**config.mk**
```make
export PLATFORM = sky130hd
export DESIGN_NAME = mem_port_arbiter
export DESIGN_NICKNAME = d
export VERILOG_FILES = /design/src/rtl/mem_port_arbiter.sv
export SDC_FILE = /design/constraint.sdc
export NUM_CORES = 1
export LEC_CHECK = 0
export ABC_AREA = 1
export CORE_AREA = 4 4 204 206
export DETAILED_ROUTE_END_ITERATION = 7
export DIE_AREA = 0 0 208 210
export PLACE_DENSITY = 0.55
export SETUP_SLACK_MARGIN = 0.5
export SLEW_MARGIN = 20
export SYNTH_ARGS = -nofsm -noshare
export SYNTH_HDL_FRONTEND = slang
export SYNTH_SLANG_ARGS = --single-unit
export TNS_END_PERCENT = 1
```
**constraint.sdc**
```tcl
create_clock -name clk -period 6.55 [get_ports clk]
set_input_delay 1.31 -clock clk [delete_from_list [all_inputs] [get_ports clk]]
set_output_delay 1.31 -clock clk [all_outputs]
set_load 0.05 [all_outputs]
```
**src/rtl/mem_port_arbiter.sv**
```systemverilog
// mem_port_arbiter: round-robin arbiter letting two request ways share one RAM port.
// One access at a time: grant in IDLE, hold the registered request in READ/WRITE until the RAM completes.
module mem_port_arbiter #(
   parameter int ADDR_W = 32,
   parameter int DATA_W = 64
) (
   input  logic              clk,
   input  logic              reset_n,
   input  logic              way0_valid_i,
   input  logic [ADDR_W-1:0] way0_readAddr_i,
   input  logic [ADDR_W-1:0] way0_writeAddr_i,
   input  logic [DATA_W-1:0] way0_writeData_i,
   input  logic [3:0]        way0_writeMask_i,
   input  logic              way1_valid_i,
   input  logic [ADDR_W-1:0] way1_readAddr_i,
   input  logic [ADDR_W-1:0] way1_writeAddr_i,
   input  logic [DATA_W-1:0] way1_writeData_i,
   input  logic [3:0]        way1_writeMask_i,
   input  logic              dataOk_i,
   input  logic [DATA_W-1:0] readData_i,
   input  logic [2:0]        writeState_i,
   output logic [ADDR_W-1:0] readAddr_o,
   output logic [ADDR_W-1:0] writeAddr_o,
   output logic [DATA_W-1:0] writeData_o,
   output logic [3:0]        writeMask_o,
   output logic              way0_ready_o,
   output logic              way1_ready_o,
   output logic              respValid_o,
   output logic              respWay_o,
   output logic [DATA_W-1:0] respData_o
);
   typedef enum logic [1:0] {IDLE, READ, WRITE} state_t;
   state_t            state_q, state_d;
   logic              last_q, last_d, way_q, way_d;
   logic [ADDR_W-1:0] raddr_q, raddr_d, waddr_q, waddr_d;
   logic [DATA_W-1:0] wdata_q, wdata_d;
   logic [3:0]        wmask_q, wmask_d;
   logic              req0, req1, gnt, resp_valid, done;
   logic [ADDR_W-1:0] sel_raddr, sel_waddr;
   logic [DATA_W-1:0] sel_wdata;
   logic [3:0]        sel_wmask;

   assign req0 = way0_valid_i & (|way0_readAddr_i | |way0_writeAddr_i);
   assign req1 = way1_valid_i & (|way1_readAddr_i | |way1_writeAddr_i);
   // on a tie the way that did not win last time is served
   assign gnt = (req0 & req1) ? ~last_q : req1;
   assign sel_raddr = gnt ? way1_readAddr_i : way0_readAddr_i;
   assign sel_waddr = gnt ? way1_writeAddr_i : way0_writeAddr_i;
   assign sel_wdata = gnt ? way1_writeData_i : way0_writeData_i;
   assign sel_wmask = gnt ? way1_writeMask_i : way0_writeMask_i;
   assign resp_valid = (state_q == READ) & dataOk_i;
   assign done = resp_valid | ((state_q == WRITE) & (writeState_i == 3'b111));

   always_comb begin
      state_d = state_q;
      last_d = last_q;
      way_d = way_q;
      raddr_d = raddr_q;
      waddr_d = waddr_q;
      wdata_d = wdata_q;
      wmask_d = wmask_q;
      case (state_q)
         IDLE: if (req0 | req1) begin
            way_d = gnt;
            last_d = gnt;
            if (|sel_raddr) begin
               state_d = READ;
               raddr_d = sel_raddr;
            end else begin
               state_d = WRITE;
               waddr_d = sel_waddr;
               wdata_d = sel_wdata;
               wmask_d = sel_wmask;
            end
         end
         READ, WRITE: state_d = done ? IDLE : state_q;
         default: state_d = IDLE;
      endcase
      // RAM request lines are quiet whenever the next state is IDLE
      if (state_d == IDLE) begin
         raddr_d = '0;
         waddr_d = '0;
         wdata_d = '0;
         wmask_d = '0;
      end
   end

   always_ff @(posedge clk or negedge reset_n) begin
      if (!reset_n) begin
         state_q <= IDLE;
         last_q <= 1'b1;
         way_q <= 1'b0;
         raddr_q <= '0;
         waddr_q <= '0;
         wdata_q <= '0;
         wmask_q <= '0;
      end else begin
         state_q <= state_d;
         last_q <= last_d;
         way_q <= way_d;
         raddr_q <= raddr_d;
         waddr_q <= waddr_d;
         wdata_q <= wdata_d;
         wmask_q <= wmask_d;
      end
   end

   assign readAddr_o = raddr_q;
   assign writeAddr_o = waddr_q;
   assign writeData_o = wdata_q;
   assign writeMask_o = wmask_q;
   assign way0_ready_o = ~req0 | (done & ~way_q);
   assign way1_ready_o = ~req1 | (done & way_q);
   assign respValid_o = resp_valid;
   assign respWay_o = resp_valid & way_q;
   assign respData_o = resp_valid ? readData_i : '0;
endmodule

```
Word level (Yosys, flattened, before mapping):

Index checks and enable logic that the tools add are counted.

* register bits after elaboration: 136
* bits of input ports: 336
* output and inout bits: 200
* word-level logic and storage cells: 69

* eq/ne operators: 4
* multiplexer cells: 26
* bitwise logic cells: 18
* reductions and logical operators: 14

Operators by type and width (number)
* $mux W64: 6
* $mux W32: 10
* $reduce_or A32 Y1: 5
* $mux W4: 5
* $and A1 B1 Y1: 8
* $mux W2: 3
* $or A1 B1 Y1: 6
* $reduce_and A3 Y1: 2
* $reduce_bool A2 Y1: 3
* $logic_not A2 Y1: 2
* $not A1 Y1: 4
* $pmux W2 S2: 1
* $eq A3 B3 Y1 const B: 1
* $eq A2 B1 Y1 const B: 1
* $eq A2 B2 Y1 const B: 1
* $ne A2 B1 Y1 const B: 1
* $reduce_and A2 Y1: 1
* $reduce_or A2 Y1: 1
* $mux W1: 1

Logic depth before layout (Yosys ltp):

Gate-level depths: netlist (run 1).

* depth in word-level cells: 13
* depth in mapped cells: 23
* mapped depth without buffers: 21

Least setup slack after synthesis (run 1):

Ideal clock, no wire load.

* kind: input to output
* from: in dataOk_i
* to: out way1_ready_o
* arrival: 2946 ps
* required time: 5240 ps
* setup slack: 2294 ps
* stages: 4
* buffers on the path: 0
* path through: nand2_1 > inv_1 > a41oi_1 > o21ai_0

* cells in the longest elaborated chain, start to end: 4

Ends and longest elaborated chain
* start: declaration: line 19 `input logic dataOk_i,`
* $and A1 B1 Y1: line 51 `assign resp_valid = (state_q == READ) & dataOk_i;`
* via respValid_o: line 28 `output logic respValid_o,`
* $or A1 B1 Y1: line 52 `assign done = resp_valid | ((state_q == WRITE) & (writeState_i == 3'b111));`
* $and A1 B1 Y1: line 113 `assign way1_ready_o = ~req1 | (done & way_q);`
* $or A1 B1 Y1: line 113
* end: declaration: line 27 `output logic way1_ready_o,`

The timed path passes the listed nets, and every way through them passes these cells.

Worst setup path in the final report (run 1):

* from: in dataOk_i
* to: out way0_ready_o

* cells in the longest elaborated chain, start to end: 4

Ends and longest elaborated chain
* $and A1 B1 Y1: line 51
* $or A1 B1 Y1: line 52
* $and A1 B1 Y1: line 112 `assign way0_ready_o = ~req0 | (done & ~way_q);`
* $or A1 B1 Y1: line 112
* end: declaration: line 26 `output logic way0_ready_o,`

Every way passes these cells.

==> results of run 1 <==
metrics by stage:
stage | hold WS [ns] | utilization, % | area, um^2 | setup slack, ns
floorplan | 0.460 | - | 10200 | 2.29
global placement | 0.483 | 39.8 | 15800 | 0.853
detailed placement | 0.488 | 39.8 | 15800 | 0.740
CTS | 0.500 | 41.3 | 16400 | 1.13
global route | 0.516 | 41.4 | 16400 | 0.790
finish | 0.506 | 41.4 | 16400 | 1.26
critical path: cells and delay by family:
family          cells  cell delay [ns]
simple gates        1             0.07
buf+inv             4             2.06
compound gates      2             0.53
cell type report:
class | count | area [um^2]
Inverter | 248 | 932
Fill cell | 4191 | 23200
Clock inverter | 14 | 189
Antenna cell | 5 | 12.5
Tap cell | 525 | 657
Sequential cell | 136 | 3400
Clock buffer | 18 | 429
Multi-Input combinational cell | 1126 | 5220
Timing Repair Buffer | 556 | 5550
routing by layer:
metal  share of wire (%)  vias to the layer above
met4                 1.5                       10
met5                0.13                        -
met3                 5.8                       41
met1                  40                     5446
li1                    -                     5872
met2                  52                      411
layout by cell type, fill, tap and decap left out, drive strengths merged:
cell type / instances
dfrtp: 135
clkinvlp: 2
buf: 22
nand3: 11
diode: 5
nand4: 100
ha: 4
clkinv: 4
dfstp: 1
clkdlybuf4s50: 534
o211ai: 1
nand2: 682
nand2b: 1
bufinv: 3
a21oi: 101
a41oi: 1
nand3b: 25
o21ai: 46
inv: 253
nor2: 154
clkbuf: 18
sequential cells by signal (all words and copies together) (netlist names):
name and flops:
last_q 1, way_q 1, writeAddr_o 32, writeMask_o 4, state_q 2, writeData_o 64, readAddr_o 32
power breakdown:
group	leakage [nW]	internal, mW	switching, mW	total [mW]
combinational	5.65	0.679	1.52	2.20
sequential	1.87	0.941	0.0662	1.01
clock	0.296	0.611	0.423	1.03
total	7.82	2.23	2.00	4.24
worst paths after layout:
kind                              endpoint  slack, ns      from  cells after the start
min in group asynchronous  writeData_o[10]       0.91   reset_n                      1
setup reg to reg            readAddr_o[10]       2.91    last_q                     16
hold / removal                      last_q       0.51    last_q                      2
max in group asynchronous   writeData_o[8]       4.19   reset_n                      2
hold reg to reg                     last_q       0.51    last_q                      2
setup / recovery              way0_ready_o       1.26  dataOk_i                      7
cells by family (layout without fill, tap and decap cells):
family | count (synthesis) | in the layout
other | 0 | 5
AOI/OAI and AO/OA | 149 | 149
DFF | 136 | 136
adders and majority gates | 4 | 4
buffers and inverters | 362 | 836
and+or+nand+nor | 973 | 973
==> results.tsv, run 1 <==
stage	metric	value	unit
outcome	outcome	completed	
sta	period_minus_slack	5.29	ns
setup_path	worstPathCellList	clkdlybuf4s50_1 > nand2_2 > buf_4 > inv_1 > a41oi_1 > o211ai_1 > clkdlybuf4s50_1	
sta	skew	0.00992	ns
logic_synthesis	synthSimpleGateAreaFrac	39.6	%
drt	drt-wirelength-per-cell	18.2	um
logic_synthesis	synth_area_leader_cell	dfrtp_1	
drt	drtIter0Drc	686	
logic_synthesis	synthCells	1624	
setup_path	cp.arrival	3.98	ns
grt	grt_pass1_vias	12100	
min_path	hp-class	flip-flop to flip-flop	
floorplanning	fp-row-count	73	
logic_synthesis	ys_dominant_reg_cell	dfrtp_1	
setup_path	cp_common_cell	clkdlybuf4s50_1	
logic_synthesis	synth_common_cells	nand2_1 (681), inv_1 (241), nor2_1 (152), dfrtp_1 (135), nand4_1 (100)	
logic_synthesis	synth_nets	1964	
clocking	clkLatencyLatePin	0.43	ns
sta	tns	0	ns
logic_synthesis	yosysMostFrequentCell	nand2_1	
logic_synthesis	yosys_warnings	0	
setup_path	crit_type	input port to output pin	
final_layout	syn_to_final_growth	61.1	%
logic_synthesis	synth-compound-area-share	10.7	%
place	gp_congestion	0.922	
place	portBuffers	535	
clocking	clk_path_buf_depth	2	
floorplanning	core	39600	um^2
clocking	path_clk_slew	0.06	ns
sta	fin_crit_sh	80.8	%
floorplanning	die_area	43700	um^2
logic_synthesis	synth_top_family_by_area	simple AND/OR/NAND/NOR gates	
drt	routed_wl	47800	um
clocking	hold_buffers	0	
clocking	cts_tree	yes	
logic_synthesis	ys_top_cells_by_area	dfrtp_1 (33%), nand2_1 (25%), inv_1 (8.9%)	
setup_path	cp-end-kind	output pin	
grt	use_met2	39.3	%
clocking	cts_buffers	17	
floorplanning	chipHeight	210	um
logic_synthesis	synthMuxAreaShare	0	%
grt	grt_use_met1	24.4	%
setup_path	max_stage_delay	0.85	ns
logic_synthesis	yosysTopAreaCellShare	33.2	%
drt	drt_pre_antenna_iters	5	
run	drv_cap	0	
setup_path	critical-path-slowest-cell	clkdlybuf4s50_1	
power_and_ir_drop	power.leakage	7.82	nW
sta	setup_viol	0	
sta	worstMarginPinSlew	1.14	ns
drt	vias_per_cell	4.48	
grt	grt_pass1_wl	72400	um
sta	max_freq	189	MHz
drt	vias	11800	
clocking	cts_setup_buffers	0	
place	placed_cells	2591	
sta	rsz0062_at_grt	no	
logic_synthesis	synthArstFlopShare	100	%
grt	antenna_found_initial	10	
clocking	cts.sinks	136	
power_and_ir_drop	ir_drop	0.217	mV
drt	ant_nets	0	
grt	grt_max_degree	91	
grt	grtUsageMet3	4.82	%
logic_synthesis	syn-cell-area	10200	um^2
logic_synthesis	ys_ff_latch	136	
logic_synthesis	ys_types	25	
floorplanning	die_w	208	um
setup_path	worstPathRequired	5.24	ns
final_layout	layout-drive-gt1-share	7.67	%
final_layout	layout.nets	2425	
grt	globalRouteOverflowTotal	0	
floorplanning	start_util	25.7	%
logic_synthesis	synth.yosys.seq_area_share	33.5	%
setup_path	cp_max_fo	66	
power_and_ir_drop	power	4.24	mW
grt	gr-usage-all-layers	21.0	%
clocking	cts_resized	0	
drt	drc	0	
setup_path	startpoint_type	input port	
logic_synthesis	synth_xor_area_share	0	%
power_and_ir_drop	powerDensity	258	nW/um^2
grt	grt-busiest-layer	met2	
sta	drv_slew	0	
final_layout	instances_no_fill	2628	
clocking	h-tree-depth	4	
logic_synthesis	postSynthAreaPerCell	6.27	um^2
sta	hold_viol_final	0	
logic_synthesis	synth_edf_count	0	
sta	relSlewSlack	24.3	%
floorplanning	io_pins	536	
place	dp.final_hpwl	36600	um
logic_synthesis	yosys.area_share.adder	0.492	%
clocking	cts_root_buf	clkbuf_16	
No activity file was read; power rests on OpenSTA's default activity.
==> run 2, diff against run 1 <==
- CORE_AREA: 4 4 204 206 -> 4 4 205 207
- DIE_AREA: 0 0 208 210 -> 0 0 209 211
- clock period: 6.55 -> 4.9 ns (I/O delays scaled with it)
==> results.tsv, run 2 (same netlist as run 1, synthesis figures left out) <==
stage	metric	value	unit	change
outcome	outcome	completed		
place	portBuffers	535		unchanged
floorplanning	fp-row-count	74		+1.4%
clocking	cts_setup_buffers	0		unchanged
drt	vias_per_cell	4.45		-0.83%
setup_path	worstPathRequired	5.27	ns	+0.03 ns
drt	drtIter0Drc	577		-16%
grt	grt_pass1_vias	11900		-1.3%
place	gp_congestion	0.952		+3.3%
sta	period_minus_slack	4.19	ns	
drt	drt-wirelength-per-cell	18.3	um	+0.82%
run	drv_cap	0		unchanged
clocking	cts_root_buf	clkbuf_16		
setup_path	cp-end-kind	flip-flop		
grt	grtUsageMet3	4.83	%	+0.0048 points
drt	vias	11700		-0.31%
sta	setup_viol	0		unchanged
clocking	cts_tree	yes		
grt	grt-busiest-layer	met2		
clocking	cts_buffers	17		unchanged
final_layout	syn_to_final_growth	62.7	%	
floorplanning	start_util	25.2	%	-0.46 points
power_and_ir_drop	power	5.78	mW	+36%
grt	grt_pass1_wl	71600	um	-1.2%
clocking	cts.sinks	136		unchanged
sta	skew	0.00954	ns	-0.000384 ns
setup_path	cp_max_fo	36		-45%
grt	grt_max_degree	101		+11%
sta	relSlewSlack	43.9	%	+20 points
sta	fin_crit_sh	85.4	%	
final_layout	layout.nets	2428		+0.12%
final_layout	layout-drive-gt1-share	8.00	%	+0.32 points
place	dp.final_hpwl	36300	um	-0.86%
min_path	hp-class	flip-flop to flip-flop		
sta	max_freq	239	MHz	
sta	drv_slew	0		unchanged
sta	fin_ws	0.714	ns	-0.543 ns
floorplanning	io_pins	536		unchanged
drt	routed_wl	48500	um	+1.4%
power_and_ir_drop	pwr-share-seq	23.2	%	-0.6 points
power_and_ir_drop	power.leakage	7.88	nW	+0.78%
grt	globalRouteOverflowTotal	0		unchanged
setup_path	startpoint_type	input port		
power_and_ir_drop	power_switching	2.72	mW	+36%
setup_path	crit_type	input port to flip-flop		
grt	use_met2	38.4	%	-0.93 points
power_and_ir_drop	p_int	3.06	mW	+37%
clocking	clk_path_buf_depth	2		unchanged
clocking	hold_buffers	0		unchanged
floorplanning	die_area	44100	um^2	+0.96%
clocking	h-tree-depth	4		unchanged
grt	grt_use_met1	24.0	%	-0.32 points
sta	hold_viol_final	0		unchanged
power_and_ir_drop	ir_drop	0.314	mV	+45%
clocking	clkLatencyLatePin	0.44	ns	about the same
power_and_ir_drop	powerDensity	349	nW/um^2	+35%
power_and_ir_drop	swShare	47.1	%	-0.25 points
setup_path	cp.arrival	4.55	ns	+0.57 ns
drt	drt_pre_antenna_iters	7		+2
clocking	path_clk_slew	0.06	ns	about the same
drt	drc	0		unchanged
power_and_ir_drop	comb_power_share	52.3	%	+0.5 points
floorplanning	chipHeight	211	um	+0.48%
sta	tns	0	ns	unchanged
sta	worstMarginPinSlew	0.841	ns	-0.295 ns
final_layout	fillCellCount	4176		-0.36%
place	place_ws	0.149	ns	-0.591 ns
final_layout	final_common_cell	nand2_1		
sta	rsz0062_at_grt	yes		
floorplanning	core	40400	um^2	+1.8%
floorplanning	die_w	209	um	+0.48%
power_and_ir_drop	clockPowerShare	24.6	%	+0.2 points
final_layout	final_cell_mix	nand2_1 (677), clkdlybuf4s50_1 (532), inv_1 (241)		
grt	gr-usage-all-layers	21.0	%	-0.054 points
sta	holdWs	0.500	ns	-0.00667 ns
drt	ant_nets	0		unchanged
final_layout	largest_register_ffs	64		unchanged
grt	antenna_found_initial	11		+1
## run 2: final timing paths
check / end / from / cells after the start / slack [ns]
max reg2reg: readAddr_o[31] / last_q / 15 / 2.07
min: last_q / last_q / 2 / 0.50
max in group asynchronous: writeAddr_o[17] / reset_n / 2 / 3.25
max: readAddr_o[31] / way0_writeAddr_i[16] / 22 / 0.71
min in group asynchronous: readAddr_o[11] / reset_n / 1 / 0.63
min reg2reg: last_q / last_q / 2 / 0.50
## run 2: per-layer routing
metal | vias to the layer above | wire [um]
met2 | 439 | 25100
met4 | 2 | 1280
met1 | 5364 | 19100
li1 | 5891 | -
met5 | - | 11
met3 | 48 | 3000
## run 2: timing repair
item                       in CTS  in global routing
gates resized for setup         0                  2
setup endpoints to repair       0                 94
hold endpoints to repair        0                  0
## run 2: cell type report
class	count	area [um^2]	area share [%]
timing repair buffer	559	5680	34.3
sequential	136	3400	20.6
inverter	248	932	5.63
clock buffer	18	439	2.65
tap	532	666	4.02
antenna	9	22.5	0.136
multi-input combinational	1126	5220	31.5
clock inverter	14	186	1.13
## run 2: worst max-delay path, stage by stage
cell	delay, ns
clkdlybuf4s50_1	0.51
nor2_1	0.15
nand2_1	0.10
nor2_1	0.23
nand2_1	0.08
nor2_1	0.11
nand2_1	0.10
nand3_2	0.12
buf_4	0.31
nand3b_1	0.15
nand2_1	0.14
nand2_1	0.07
nor2_1	0.18
nand2_1	0.12
nor2_4	0.21
nand2_1	0.09
nand2_2	0.08
buf_4	0.33
nand2_1	0.15
o21ai_1	0.15
nand2_1	0.07
inv_1	0.06
## run 2: power by group through the flow
stage	Sequential (mW)	Clock, mW	Combinational, mW
floorplan	1.77	0	1.48
global placement	1.35	0	3.02
detailed placement	1.36	0	2.99
CTS	1.34	1.45	3.00
global route	1.35	1.50	3.25
finish	1.34	1.42	3.02
## run 2: metrics by stage
step	cells	util, %	cell area [um^2]
after floorplan	1624	-	10200
after global placement	2600	39.3	15900
after detailed placement	2600	39.3	15900
after CTS	2632	40.9	16500
after global routing	2641	41.0	16600
final	2642	41.0	16600
